`src/rtl/mcp_main_control_fsm.sv`:
```
// Main control FSM of the multi-cycle MIPS core.
// Optional illegal-opcode trap: define MCP_ILLEGAL_TRAP_EN.
module mcp_main_control_fsm (
  input  logic       clk,
  input  logic       reset,
  input  logic [5:0] opcode,
  input  logic       mem_ready,
  output logic       PCWrite,
  output logic       Branch,
  output logic       IorD,
  output logic       MemWrite,
  output logic       IRWrite,
  output logic       RegDst,
  output logic       MemtoReg,
  output logic       RegWrite,
  output logic       ALUSrcA,
  output logic [1:0] ALUSrcB,
  output logic [1:0] ALUOp,
  output logic [1:0] PCSrc,
  output logic [3:0] state,
  output logic       illegal_op
);

  typedef enum logic [3:0] {
    S_FETCH  = 4'd0,
    S_DECODE = 4'd1,
    S_MEMADR = 4'd2,
    S_MEMRD  = 4'd3,
    S_MEMWB  = 4'd4,
    S_MEMWR  = 4'd5,
    S_EXEC   = 4'd6,
    S_ALUWB  = 4'd7,
    S_BRANCH = 4'd8,
    S_ADDIEX = 4'd9,
    S_ADDIWB = 4'd10,
    S_JUMP   = 4'd11,
    S_TRAP   = 4'd15
  } state_t;

  localparam logic [5:0] OP_LW   = 6'b100011;
  localparam logic [5:0] OP_SW   = 6'b101011;
  localparam logic [5:0] OP_RTYP = 6'b000000;
  localparam logic [5:0] OP_BEQ  = 6'b000100;
  localparam logic [5:0] OP_ADDI = 6'b001000;
  localparam logic [5:0] OP_J    = 6'b000010;

  state_t r_state;
  state_t w_next;

  always_ff @(posedge clk or posedge reset) begin
    if (reset) r_state <= S_FETCH;
    else       r_state <= w_next;
  end

  assign state = r_state;

`ifdef MCP_ILLEGAL_TRAP_EN
  logic r_illegal;
  logic w_set_illegal;

  always_ff @(posedge clk or posedge reset) begin
    if (reset)              r_illegal <= 1'b0;
    else if (w_set_illegal) r_illegal <= 1'b1;
  end

  assign illegal_op = r_illegal;
`else
  assign illegal_op = 1'b0;
`endif

  always_comb begin
    w_next   = S_FETCH;
    PCWrite  = 1'b0;
    Branch   = 1'b0;
    IorD     = 1'b0;
    MemWrite = 1'b0;
    IRWrite  = 1'b0;
    RegDst   = 1'b0;
    MemtoReg = 1'b0;
    RegWrite = 1'b0;
    ALUSrcA  = 1'b0;
    ALUSrcB  = 2'b00;
    ALUOp    = 2'b00;
    PCSrc    = 2'b00;
`ifdef MCP_ILLEGAL_TRAP_EN
    w_set_illegal = 1'b0;
`endif
    case (r_state)
      S_FETCH: begin
        ALUSrcB = 2'b01;
        IRWrite = mem_ready;
        PCWrite = mem_ready;
        w_next  = mem_ready ? S_DECODE : S_FETCH;
      end
      S_DECODE: begin
        ALUSrcB = 2'b11;
        case (opcode)
          OP_LW,
          OP_SW:   w_next = S_MEMADR;
          OP_RTYP: w_next = S_EXEC;
          OP_BEQ:  w_next = S_BRANCH;
          OP_ADDI: w_next = S_ADDIEX;
          OP_J:    w_next = S_JUMP;
          default: begin
`ifdef MCP_ILLEGAL_TRAP_EN
            w_next        = S_TRAP;
            w_set_illegal = 1'b1;
`else
            w_next = S_FETCH;
`endif
          end
        endcase
      end
      S_MEMADR: begin
        ALUSrcA = 1'b1;
        ALUSrcB = 2'b10;
        w_next  = (opcode == OP_SW) ? S_MEMWR : S_MEMRD;
      end
      S_MEMRD: begin
        IorD   = 1'b1;
        w_next = mem_ready ? S_MEMWB : S_MEMRD;
      end
      S_MEMWB: begin
        MemtoReg = 1'b1;
        RegWrite = 1'b1;
      end
      S_MEMWR: begin
        IorD     = 1'b1;
        MemWrite = 1'b1;
        w_next   = mem_ready ? S_FETCH : S_MEMWR;
      end
      S_EXEC: begin
        ALUSrcA = 1'b1;
        ALUOp   = 2'b11;
        w_next  = S_ALUWB;
      end
      S_ALUWB: begin
        RegDst   = 1'b1;
        RegWrite = 1'b1;
      end
      S_BRANCH: begin
        ALUSrcA = 1'b1;
        ALUOp   = 2'b01;
        PCSrc   = 2'b01;
        Branch  = 1'b1;
      end
      S_ADDIEX: begin
        ALUSrcA = 1'b1;
        ALUSrcB = 2'b10;
        w_next  = S_ADDIWB;
      end
      S_ADDIWB: RegWrite = 1'b1;
      S_JUMP: begin
        PCSrc   = 2'b10;
        PCWrite = 1'b1;
      end
`ifdef MCP_ILLEGAL_TRAP_EN
      S_TRAP: w_next = S_TRAP;
`endif
      default: w_next = S_FETCH;
    endcase
  end

endmodule

```
`config.mk`:
```
export PLATFORM = sky130hd
export DESIGN_NAME = mcp_main_control_fsm
export DESIGN_NICKNAME = d
export VERILOG_FILES = /design/src/rtl/mcp_main_control_fsm.sv
export SDC_FILE = /design/constraint.sdc
export NUM_CORES = 1
export LEC_CHECK = 0
export CORE_MARGIN = 2
export CORE_UTILIZATION = 38
export DETAILED_ROUTE_END_ITERATION = 10
export PLACE_DENSITY = 0.85
export SLEW_MARGIN = 20
export SYNTH_ARGS = -nofsm -noshare
export SYNTH_HDL_FRONTEND = slang
export SYNTH_SLANG_ARGS = --single-unit
```
`constraint.sdc`:
```
create_clock -name clk -period 1.6 [get_ports clk]
set_input_delay 0.32 -clock clk [delete_from_list [all_inputs] [get_ports clk]]
set_output_delay 0.32 -clock clk [all_outputs]
set_load 0.02 [all_outputs]
```
==> reports/metrics.yaml <==
outcome: "finished with violations"
violations: "setup timing"
detail_route.wl_per_cell_um: 18.4
drt_pass1_iterations: 4
ios: 29
final_antenna_net_count: 0
layout_common_cells: "21 x buf_6, 20 x buf_4, 8 x clkdlybuf4s50_1"
drc: 0
cts_tree: "done"
crit_path_start_kind: "register"
reg2reg_to: "state[2]$_DFF_PP0_"
wl_um: 2560
critical_path_class: "reg -> out"
synth_ff_type: "dfrtp_1"
clock_path_buffers: 2
grt_max_degree: 15
dpl_worst_slack_ps: -437
core_um2: 1330
start_util_pct: 41.7
gr-total-overflow: 0
syn_area_um2: 556
worstReg2RegStart: "state[2]$_DFF_PP0_"
clk_pin_slew_ps: 50
synth_cell_types: 39
clk_latency_ps: 250
min_period_over_period_pct: 114
whs_ps: 262
port_buffers: 27
hpwlAfterDp_um: 1370
syn-num-nets: 82
cp.required_ps: 1280
die_x_um: 42.2
fin_ws_ps: -229
hp-class: "in -> async"
power.density_nw_per_um2: 1580
syn2layout_area_growth_pct: 115
finalCriticalPeriod_ps: 1830
vdd_drop_max_mv: 1.28
slew_viol_final: 0
nNetsFinal: 134
r2r_cells: 7
end_kind: "output pin"
synth_edf_count: 0
finalHoldViolCount: 0
setup_viol: 12
leakage_nw: 0.513
drt-initial-drc-count: 18
cts.sink_count: 4
grt_pass1_vias: 770
fillers: 64
arrival_ps: 1510
avgSynthCellArea_um2: 7.61
num_vias: 801
async_reset_ff_share_pct: 100
cts_root_buffer: "clkbuf_4"
diodes: 0
finalPower_w: 0.00188
chipHeight_um: 42.2
place_congestion: 0.880
numCtsBuffers: 3
netlist_instances: 73
drv_cap: 0
rsz0062_at_grt: "true"
timing.fmax_mhz: 547
mostFrequentLayoutCell: "buf_6"
h-tree-depth: 1
grt_antenna_before_repair: 0
grt_pass1_wl_um: 3610
reg2reg_setup_slack_ps: 0
drive_gt1_share_pct: 58.9
yosysWarnings: 0
std_cell_rows: 13
fin_worst_skew_ps: 14.8
dieArea_um2: 1780
grt_usage_pct: 26.7
path_max_fanout: 4
largest_reg_flops: 4
synth_seq_area_share_pct: 18.0
yosys_register_bits: 4
ctsHoldBuffers: 0
vias_per_cell: 5.76
worst max-delay path, cell delays in order (launching register included):
cell and delay (ps):
dfrtp_2 440, or2b_1 290, buf_6 140, mux2i_1 120
a21o_1 150, buf_6 120
cell families (layout without fill, tap and decap cells):
family / count (synthesis) / in the layout / synth area share (%)
other: 1 / 1 / 0.675
and+or+nand+nor: 42 / 42 / 47.1
xor gates and xnor gates: 2 / 2 / 3.15
DFF: 4 / 4 / 18.0
AOI/OAI and AO/OA: 13 / 13 / 16.0
muxes: 2 / 2 / 3.83
buffers and inverters: 9 / 60 / 11.3
cells in the mapped netlist (2+ instances only):
cell type / n / area, um^2
nor3_1: 3 / 15.0
nand3b_1: 2 / 15.0
nand3_1: 3 / 15.0
nand2b_1: 3 / 18.8
nand2_1: 3 / 11.3
nor2b_1: 2 / 12.5
buf_4: 5 / 37.5
o21ai_0: 3 / 15.0
nor3b_1: 2 / 15.0
nor2_1: 10 / 37.5
a21oi_1: 3 / 15.0
nand4b_1: 3 / 26.3
buf_2: 2 / 10.0
dfrtp_1: 4 / 100
worst max path at each step:
| stage | start | endpoint | slack (ps) | depth (start not counted) |
|---|---|---|---|---|
| 2_1_floorplan | state[0]$_DFF_PP0_ | RegWrite | -130 | 4 |
| 3_3_place_gp | mem_ready | PCWrite | -370 | 4 |
| 3_5_place_dp | mem_ready | PCWrite | -440 | 4 |
| 4_1_cts | state[2]$_DFF_PP0_ | ALUOp[0] | -160 | 4 |
| 5_1_grt | state[3]$_DFF_PP0_ | RegWrite | -280 | 5 |
| 6_report | state[2]$_DFF_PP0_ | RegWrite | -230 | 5 |
layer usage:
| layer | part of all wire [%] | global-route usage, % | up-vias |
|---|---|---|---|
| li1 | - | - | 370 |
| met4 | 3.3 | 14.4 | 0 |
| met1 | 36 | 30.3 | 379 |
| met2 | 54 | 49.2 | 44 |
| met3 | 6.2 | 1.29 | 8 |
| met5 | 0 | 0 | - |
timing repair:
item,in CTS,in global routing
cloned,0,0
endpoints found under the hold margin,0,0
pin swaps,5,5
setup buffers,8,4
endpoints found under the setup margin,19,19
resized for setup,102,24
report_power, final:
part	internal (W)	switching (W)
combinational	0.000760	0.000774
clock	0.0000945	0.0000564
sequential	0.000137	0.0000619
total	0.000991	0.000892
metrics by stage:
step	area [um^2]	instances	util [%]	TNS, ps
6_report	1190	139	89.6	-1670
5_1_grt	1190	139	89.6	-2340
4_1_cts	1130	138	84.7	-980
3_5_place_dp	995	126	74.6	-4770
3_3_place_gp	995	126	74.6	-4330
2_1_floorplan	626	73	-	-155
cell type report:
type / count / area [um^2] / area share, %
Multi-Input combinational cell: 60 / 528 / 44.2
Tap cell: 15 / 18.8 / 1.57
Sequential cell: 4 / 104 / 8.69
Clock buffer: 4 / 26.3 / 2.20
Inverter: 1 / 3.75 / 0.314
Timing Repair Buffer: 55 / 514 / 43.0
Note: power is estimated with default switching activity, not from simulation.
